$ cat config.mk
export PLATFORM = sky130hd
export DESIGN_NAME = mem_request_queue
export DESIGN_NICKNAME = d
export VERILOG_FILES = /design/src/rtl/mem_request_queue.sv
export SDC_FILE = /design/constraint.sdc
export NUM_CORES = 1
export LEC_CHECK = 0
export BUFFER_PORTS_ARGS = -buffer_cell sky130_fd_sc_hd__buf_2
export CAP_MARGIN = 10
export CORE_MARGIN = 3
export CORE_UTILIZATION = 50
export CTS_CLUSTER_SIZE = 10
export DETAILED_ROUTE_END_ITERATION = 8
export PLACE_DENSITY = 0.82
export RECOVER_POWER = 50
export SETUP_SLACK_MARGIN = 0.05
export SLEW_MARGIN = 20
export SYNTH_ARGS = -nofsm -noshare
export SYNTH_HDL_FRONTEND = slang
export SYNTH_SLANG_ARGS = --single-unit
$ cat constraint.sdc
create_clock -name clock -period 5.5 [get_ports clock]
set_input_delay 0.825 -clock clock [delete_from_list [all_inputs] [get_ports clock]]
set_output_delay 0.825 -clock clock [all_outputs]
set_load 0.01 [all_outputs]
$ cat src/rtl/mem_request_queue.sv
// ============================================================================
// Module   : mem_request_queue
// Purpose  : In-order load/store request FIFO in front of a same-cycle-read
//            block RAM, with a registered load-response slot.
// Options  : define MEM_QUEUE_BYPASS_EN to issue into an empty queue directly
// Revision : 1.0 - initial release
// ============================================================================
`default_nettype none

module mem_request_queue #(
  parameter int CORE       = 0,
  parameter int DATA_WIDTH = 32,
  parameter int ADDR_WIDTH = 8,
  parameter int DEPTH      = 4
) (
  input  logic                  clock,
  input  logic                  reset,
  input  logic                  req_valid,
  output logic                  req_ready,
  input  logic                  req_write,
  input  logic [ADDR_WIDTH-1:0] req_address,
  input  logic [DATA_WIDTH-1:0] req_data,
  output logic                  resp_valid,
  input  logic                  resp_ready,
  output logic [ADDR_WIDTH-1:0] resp_address,
  output logic [DATA_WIDTH-1:0] resp_data,
  output logic                  readEnable,
  output logic [ADDR_WIDTH-1:0] readAddress,
  input  logic [DATA_WIDTH-1:0] readData,
  output logic                  writeEnable,
  output logic [ADDR_WIDTH-1:0] writeAddress,
  output logic [DATA_WIDTH-1:0] writeData,
  input  logic                  report
);

  localparam int PTR_W = $clog2(DEPTH);
  localparam int CNT_W = PTR_W + 1;
  localparam logic [CNT_W-1:0] FULL_COUNT = CNT_W'(DEPTH);
  localparam logic [CNT_W-1:0] CNT_ONE    = CNT_W'(1);
  localparam logic [PTR_W-1:0] PTR_ONE    = PTR_W'(1);

  logic                  fifo_write_q [DEPTH];
  logic [ADDR_WIDTH-1:0] fifo_addr_q  [DEPTH];
  logic [DATA_WIDTH-1:0] fifo_data_q  [DEPTH];

  logic [PTR_W-1:0]      wr_ptr_q, wr_ptr_d;
  logic [PTR_W-1:0]      rd_ptr_q, rd_ptr_d;
  logic [CNT_W-1:0]      count_q, count_d;
  logic                  resp_valid_q, resp_valid_d;
  logic [ADDR_WIDTH-1:0] resp_address_q, resp_address_d;
  logic [DATA_WIDTH-1:0] resp_data_q, resp_data_d;
  logic [31:0]           cycle_q, cycle_d;

  logic                  head_valid;
  logic                  head_write;
  logic [ADDR_WIDTH-1:0] head_addr;
  logic [DATA_WIDTH-1:0] head_data;
  logic                  slot_free;
  logic                  push;
  logic                  pop;

  always_comb begin
    head_valid   = (count_q != '0);
    head_write   = fifo_write_q[rd_ptr_q];
    head_addr    = fifo_addr_q[rd_ptr_q];
    head_data    = fifo_data_q[rd_ptr_q];
    slot_free    = !resp_valid_q || resp_ready;
    req_ready    = !reset && (count_q != FULL_COUNT);
    push         = req_valid && req_ready;
    pop          = 1'b0;
    readEnable   = 1'b0;
    readAddress  = '0;
    writeEnable  = 1'b0;
    writeAddress = '0;
    writeData    = '0;

    // Stores retire regardless of the response slot; loads need a free slot.
    if (!reset && head_valid) begin
      if (head_write) begin
        writeEnable  = 1'b1;
        writeAddress = head_addr;
        writeData    = head_data;
        pop          = 1'b1;
      end else if (slot_free) begin
        readEnable  = 1'b1;
        readAddress = head_addr;
        pop         = 1'b1;
      end
    end
`ifdef MEM_QUEUE_BYPASS_EN
    // Empty queue: send the incoming request straight to memory instead.
    else if (push && (req_write || slot_free)) begin
      push = 1'b0;
      if (req_write) begin
        writeEnable  = 1'b1;
        writeAddress = req_address;
        writeData    = req_data;
      end else begin
        readEnable  = 1'b1;
        readAddress = req_address;
      end
    end
`endif

    wr_ptr_d = push ? (wr_ptr_q + PTR_ONE) : wr_ptr_q;
    rd_ptr_d = pop  ? (rd_ptr_q + PTR_ONE) : rd_ptr_q;
    case ({push, pop})
      2'b10:   count_d = count_q + CNT_ONE;
      2'b01:   count_d = count_q - CNT_ONE;
      default: count_d = count_q;
    endcase

    resp_valid_d   = resp_valid_q;
    resp_address_d = resp_address_q;
    resp_data_d    = resp_data_q;
    if (readEnable) begin
      resp_valid_d   = 1'b1;
      resp_address_d = readAddress;
      resp_data_d    = readData;
    end else if (resp_ready) begin
      resp_valid_d = 1'b0;
    end

    cycle_d = cycle_q + 32'd1;
  end

  always_ff @(posedge clock) begin
    if (reset) begin
      wr_ptr_q       <= '0;
      rd_ptr_q       <= '0;
      count_q        <= '0;
      resp_valid_q   <= 1'b0;
      resp_address_q <= '0;
      resp_data_q    <= '0;
      cycle_q        <= '0;
    end else begin
      wr_ptr_q       <= wr_ptr_d;
      rd_ptr_q       <= rd_ptr_d;
      count_q        <= count_d;
      resp_valid_q   <= resp_valid_d;
      resp_address_q <= resp_address_d;
      resp_data_q    <= resp_data_d;
      cycle_q        <= cycle_d;
    end
  end

  // Entry storage needs no reset: the pointers and count define validity.
  always_ff @(posedge clock) begin
    if (push) begin
      fifo_write_q[wr_ptr_q] <= req_write;
      fifo_addr_q[wr_ptr_q]  <= req_address;
      fifo_data_q[wr_ptr_q]  <= req_data;
    end
  end

  assign resp_valid   = resp_valid_q;
  assign resp_address = resp_address_q;
  assign resp_data    = resp_data_q;

`ifndef SYNTHESIS
  always_ff @(posedge clock) begin
    if (report) begin
      $display("core %0d cycle %0d count %0d head(v=%0b w=%0b a=%h d=%h) resp(v=%0b a=%h d=%h)",
               CORE, cycle_q, count_q, head_valid, head_write, head_addr, head_data,
               resp_valid_q, resp_address_q, resp_data_q);
    end
  end
`endif

endmodule

`default_nettype wire

# Word-level counts from Yosys, hierarchy flattened
# Memory sizes are Yosys's and may differ from the RTL's. A register that Yosys moved wholly into a read port is not among the register bits.
# Index checks and enable logic that the tools add are counted.
[classes]
add_sub_neg = 4
n_eq_ne = 3
n_mux = 25
n_reduce_logical = 9
[op_table]
columns = ["op", "count"]
rows = [
  ["2-to-1 mux 32 bit", 2],
  ["2-to-1 mux 8 bit", 5],
  ["2-to-1 mux 2 bit", 6],
  ["2-to-1 mux 1 bit", 11],
  ["case mux 3 bit (2 select lines)", 1],
  ["adder 2 x 1 -> 2 bit (second input constant)", 2],
  ["nonzero test 2 bit", 2],
  ["adder 3 x 1 -> 3 bit (second input constant)", 1],
  ["logical AND 1 bit", 3],
  ["inequality test 3 bit (second input constant)", 1],
  ["nonzero test 3 bit", 1],
  ["subtractor 3 x 1 -> 3 bit (second input constant)", 1],
  ["equality test 2 x 1 -> 1 bit (second input constant)", 1],
  ["equality test 2 bit (second input constant)", 1],
  ["zero test 1 bit", 2],
  ["logical OR 1 bit", 1],
]
[word_totals]
ff_bits = 48
ram_bits = 164
inputBits = 78
out_inout_bits = 92
word_cells = 50
memories = 3
[memory_table]
columns = ["memory", "depth", "word_bits", "rd", "rd_ports_with_merged_regs", "wr", "line", "text"]
rows = [
  ["fifo_data_q", 4, 32, 1, 1, 1, "44", "logic [DATA_WIDTH-1:0] fifo_data_q [DEPTH];"],
  ["fifo_addr_q", 4, 8, 1, 1, 1, "43", "logic [ADDR_WIDTH-1:0] fifo_addr_q [DEPTH];"],
  ["fifo_write_q", 4, 1, 1, 1, 1, "42", "logic fifo_write_q [DEPTH];"],
]

# Longest topological paths before layout
[depth]
depth_word = 7
ltp_mapped = 10
ltp_nobuf = 9

# Worst setup path after synthesis
# Ideal clock, no wire load.
[synth_timing]
path_kind = "input -> register"
from = "input reset"
to = "memory fifo_addr_q[0][0], enable pin"
arrival_ps = 2450
path_slack_ps = 2647
path_stages = 3
n_path_buf = 1
path_cell_list = "clkbuf_1 > nor3_1 > and2_1"
[synth_between]
elab_chain_len = 5
[synth_rtl]
columns = ["item", "line", "text"]
rows = [
  ["start: declaration", "17", "input logic reset,"],
  ["zero test 1 bit", "68", "req_ready = !reset && (count_q != FULL_COUNT);"],
  ["logical AND 1 bit", "68", ""],
  ["logical AND 1 bit", "69", "push = req_valid && req_ready;"],
  ["2-to-1 mux 1 bit", "149", "if (push) begin"],
  ["2-to-1 mux 1 bit (not written as such)", "151", "fifo_addr_q[wr_ptr_q] <= req_address;"],
  ["end: declaration", "43", ""],
]
# Every way passes these cells.

==> impl_metrics.yaml <==
sta:
  post-route-period-util: 0.777
  final_hold_viol_count: 0
  finalClockSkew_ns: 0.00643
  fmax_mhz: 234
  final.min_clock_period_ns: 4.28
  final_max_slew_viol_count: 84
  max-slew-margin-rel: -1.11
  tns_ns: 0
  setup-violations-final: 0
  rsz0062_at_grt: "no"
  tightestPinTransition_ns: 3.17
pwr:
  p_switching_mw: 1.18
  p_per_area_mw_per_mm2: 431
  p_seq_frac: 0.455
  p_total_mw: 4.31
  pwr-share-clk: 0.335
  leakage_nw: 3.59
  p_comb_frac: 0.210
  switching_share: 0.275
  vdd_drop_max_mv: 0.286
  p_int_mw: 3.12
worst_setup_path:
  r2r-start: "count_q[0]$_SDFFE_PP0P_"
  critPathMaxFanout: 45
  critPathCaptureType: "primary output"
  path_class: "reg2out"
  worstSetupStartpointType: "register"
  r2r_end: "fifo_data_q[1][17]$_DFFE_PP_"
  r2r_cells: 3
  cp.arrival_ns: 3.45
  endpoint: "writeData[11]"
  r2r_slack_ns: 1.62
  required_ns: 4.68
clocking:
  numCtsBuffers: 25
  htreeDepth: 1
  cts_resized: 0
  ctsHoldBuffers: 0
  cts_sinks: 214
  clk_latency_ns: 0.50
  cts_tree: "yes"
  clk_pin_slew_worst_paths_ns: 0.05
  cts_root_buf: "clkbuf_16"
  cts_buffer_depth: 3
  postCtsSetupBuffers: 0
floorplan:
  core_area_mm2: 0.0161
  io_pins: 170
  rows: 46
  fp.dieH_um: 135
  die_x_um: 135
  start_util: 0.517
  die_area_mm2: 0.0183
synth:
  syn_avg_cell_area_um2: 16.3
  synth-main-ff-cell: "edfxtp_1"
  synth_seq_cells: 214
  post-synth-top-area-cell: "edfxtp_1"
  ys_seq_area_frac: 0.711
  synth_edf_count: 164
  synth.distinct_cells: 34
  ys_warn_count: 0
  synth_top_area_frac: 0.591
  synth_nets: 596
  syn-cell-area_mm2: 0.00834
  async_reset_ff_frac: 0
  netlist_instances: 512
  ys_top_cells_by_area: "edfxtp_1 59%, dfxtp_1 12%, mux4_2 11%, o311ai_0 4.2%, and2_1 3.3%"
grt:
  grt_use_met1: 0.247
  grt_overflow: 0
  grt_max_degree: 55
  grtUsageMet2: 0.317
  gr-usage-all-layers: 0.186
  grt_pass1_vias: 5168
  antenna_found_initial: 1
  top_usage_layer: "met2"
  grt_pass1_wl_mm: 27.3
  met3_usage: 0.0438
worst_hold_path:
  hold_path.class: "reg2reg"
cells_and_area:
  finish.utilization: 0.619
  regArea_mm2: 0.00593
  fillCellCount: 1239
  drive_gt1_frac: 0.242
  multi_input_area_mm2: 0.00211
  syn_to_final_growth_pct: 19.7
  final_cell_mix: "164 x edfxtp_1, 98 x clkbuf_1, 86 x buf_2"
  final_common_cell: "edfxtp_1"
  fin_nets: 761
  diodes: 0
run_status:
  violations: "capacitance limit, slew limit"
  status: "complete, but fails checks"
route:
  drtIter0Drc: 305
  vias: 5052
  vias_per_cell: 5.56
  firstDrtPassIters: 7
  wl_per_cell_um: 19.1
  drc: 0
  ant_nets: 0
  routed_wl_mm: 17.3
placement:
  gp_congestion: 0.718
  portBuffers: 168
  hpwl_mm: 10.6
flow_run:
  maxCapViolations: 2
-- cell usage after synthesis, drive strengths merged (2+ instances only) --
master and instances:
a21oi 3, and2 44, buf 7, clkbuf 30, dfxtp 50, edfxtp 164
ha 5, inv 41, mux2i 3, mux4 41, nand2 11, nor2 13
nor3 2, o21ai 41, o311ai 40, or3 2, or4 2, xor2 2
-- per-stage QoR --
stage          cells  worst slack [ns]  hold WS [ns]  cell area (um^2)
3_5_place_dp     866              1.72         0.448              9380
3_3_place_gp     865              1.81         0.434              9360
2_1_floorplan    512              2.65         0.427              8340
6_report         909              1.22         0.451              9980
4_1_cts          909              1.17         0.456             10100
5_1_grt          909             0.936         0.489              9980
-- power groups by stage --
stage          Sequential (mW)  Clock, mW  Combinational, mW
2_1_floorplan             2.01          0              0.587
3_3_place_gp              1.97          0              0.900
3_5_place_dp              1.99          0              0.934
4_1_cts                   1.95       1.47              0.942
5_1_grt                   1.97       1.54               1.00
6_report                  1.96       1.44              0.905
-- per-layer routing --
metal | share of wire | wire length, um | vias up
met4 | 0.014 | 239 | 2
met2 | 0.49 | 8540 | 216
met3 | 0.089 | 1540 | 27
met5 | 0.00098 | 17 | -
li1 | - | - | 2313
met1 | 0.40 | 6990 | 2494
-- critical path, stage by stage, from the launching register on --
cell     delay (ns)
dfxtp_2        0.31
buf_4          0.50
mux4_2         0.82
and3_1         0.58
buf_4          0.38
and2_1         0.21
buf_2          0.14
-- area by class of cell --
class,instances,share of cell area
Sequential cell,214,0.594
Multi-Input combinational cell,219,0.211
Timing Repair Buffer,175,0.0805
Clock buffer,43,0.0714
Tap cell,216,0.0271
Inverter,42,0.0158
-- logic make-up (layout without fill, tap and decap cells) --
family	after synthesis	after routing	share of synthesized area
compound gates	88	88	0.0720
xor+xnor	2	2	0.00210
fa+ha+maj	6	6	0.00990
buf+inv	79	260	0.0377
flops	214	214	0.711
mux	45	45	0.116
simple gates	78	78	0.0519
-- how the worst min path moves through the flow --
stage	end	start	cells past startpoint
floorplan	register	rd_ptr_q[1]$_SDFFE_PP0P_	1
global placement	register	rd_ptr_q[1]$_SDFFE_PP0P_	1
detailed placement	register	rd_ptr_q[1]$_SDFFE_PP0P_	1
CTS	register	rd_ptr_q[1]$_SDFFE_PP0P_	1
global route	register	rd_ptr_q[1]$_SDFFE_PP0P_	1
finish	register	rd_ptr_q[1]$_SDFFE_PP0P_	1
-- registers in the layout (all words and copies together), names as in the netlist, named ones only --
| signal | flops |
|---|---|
| fifo_write_q | 4 |
| rd_ptr_q | 2 |
| resp_valid | 1 |
| fifo_addr_q | 32 |
| fifo_data_q | 128 |
| wr_ptr_q | 2 |
| resp_address | 8 |
| count_q | 3 |
| resp_data | 32 |
(Power assumes the default switching activity.)
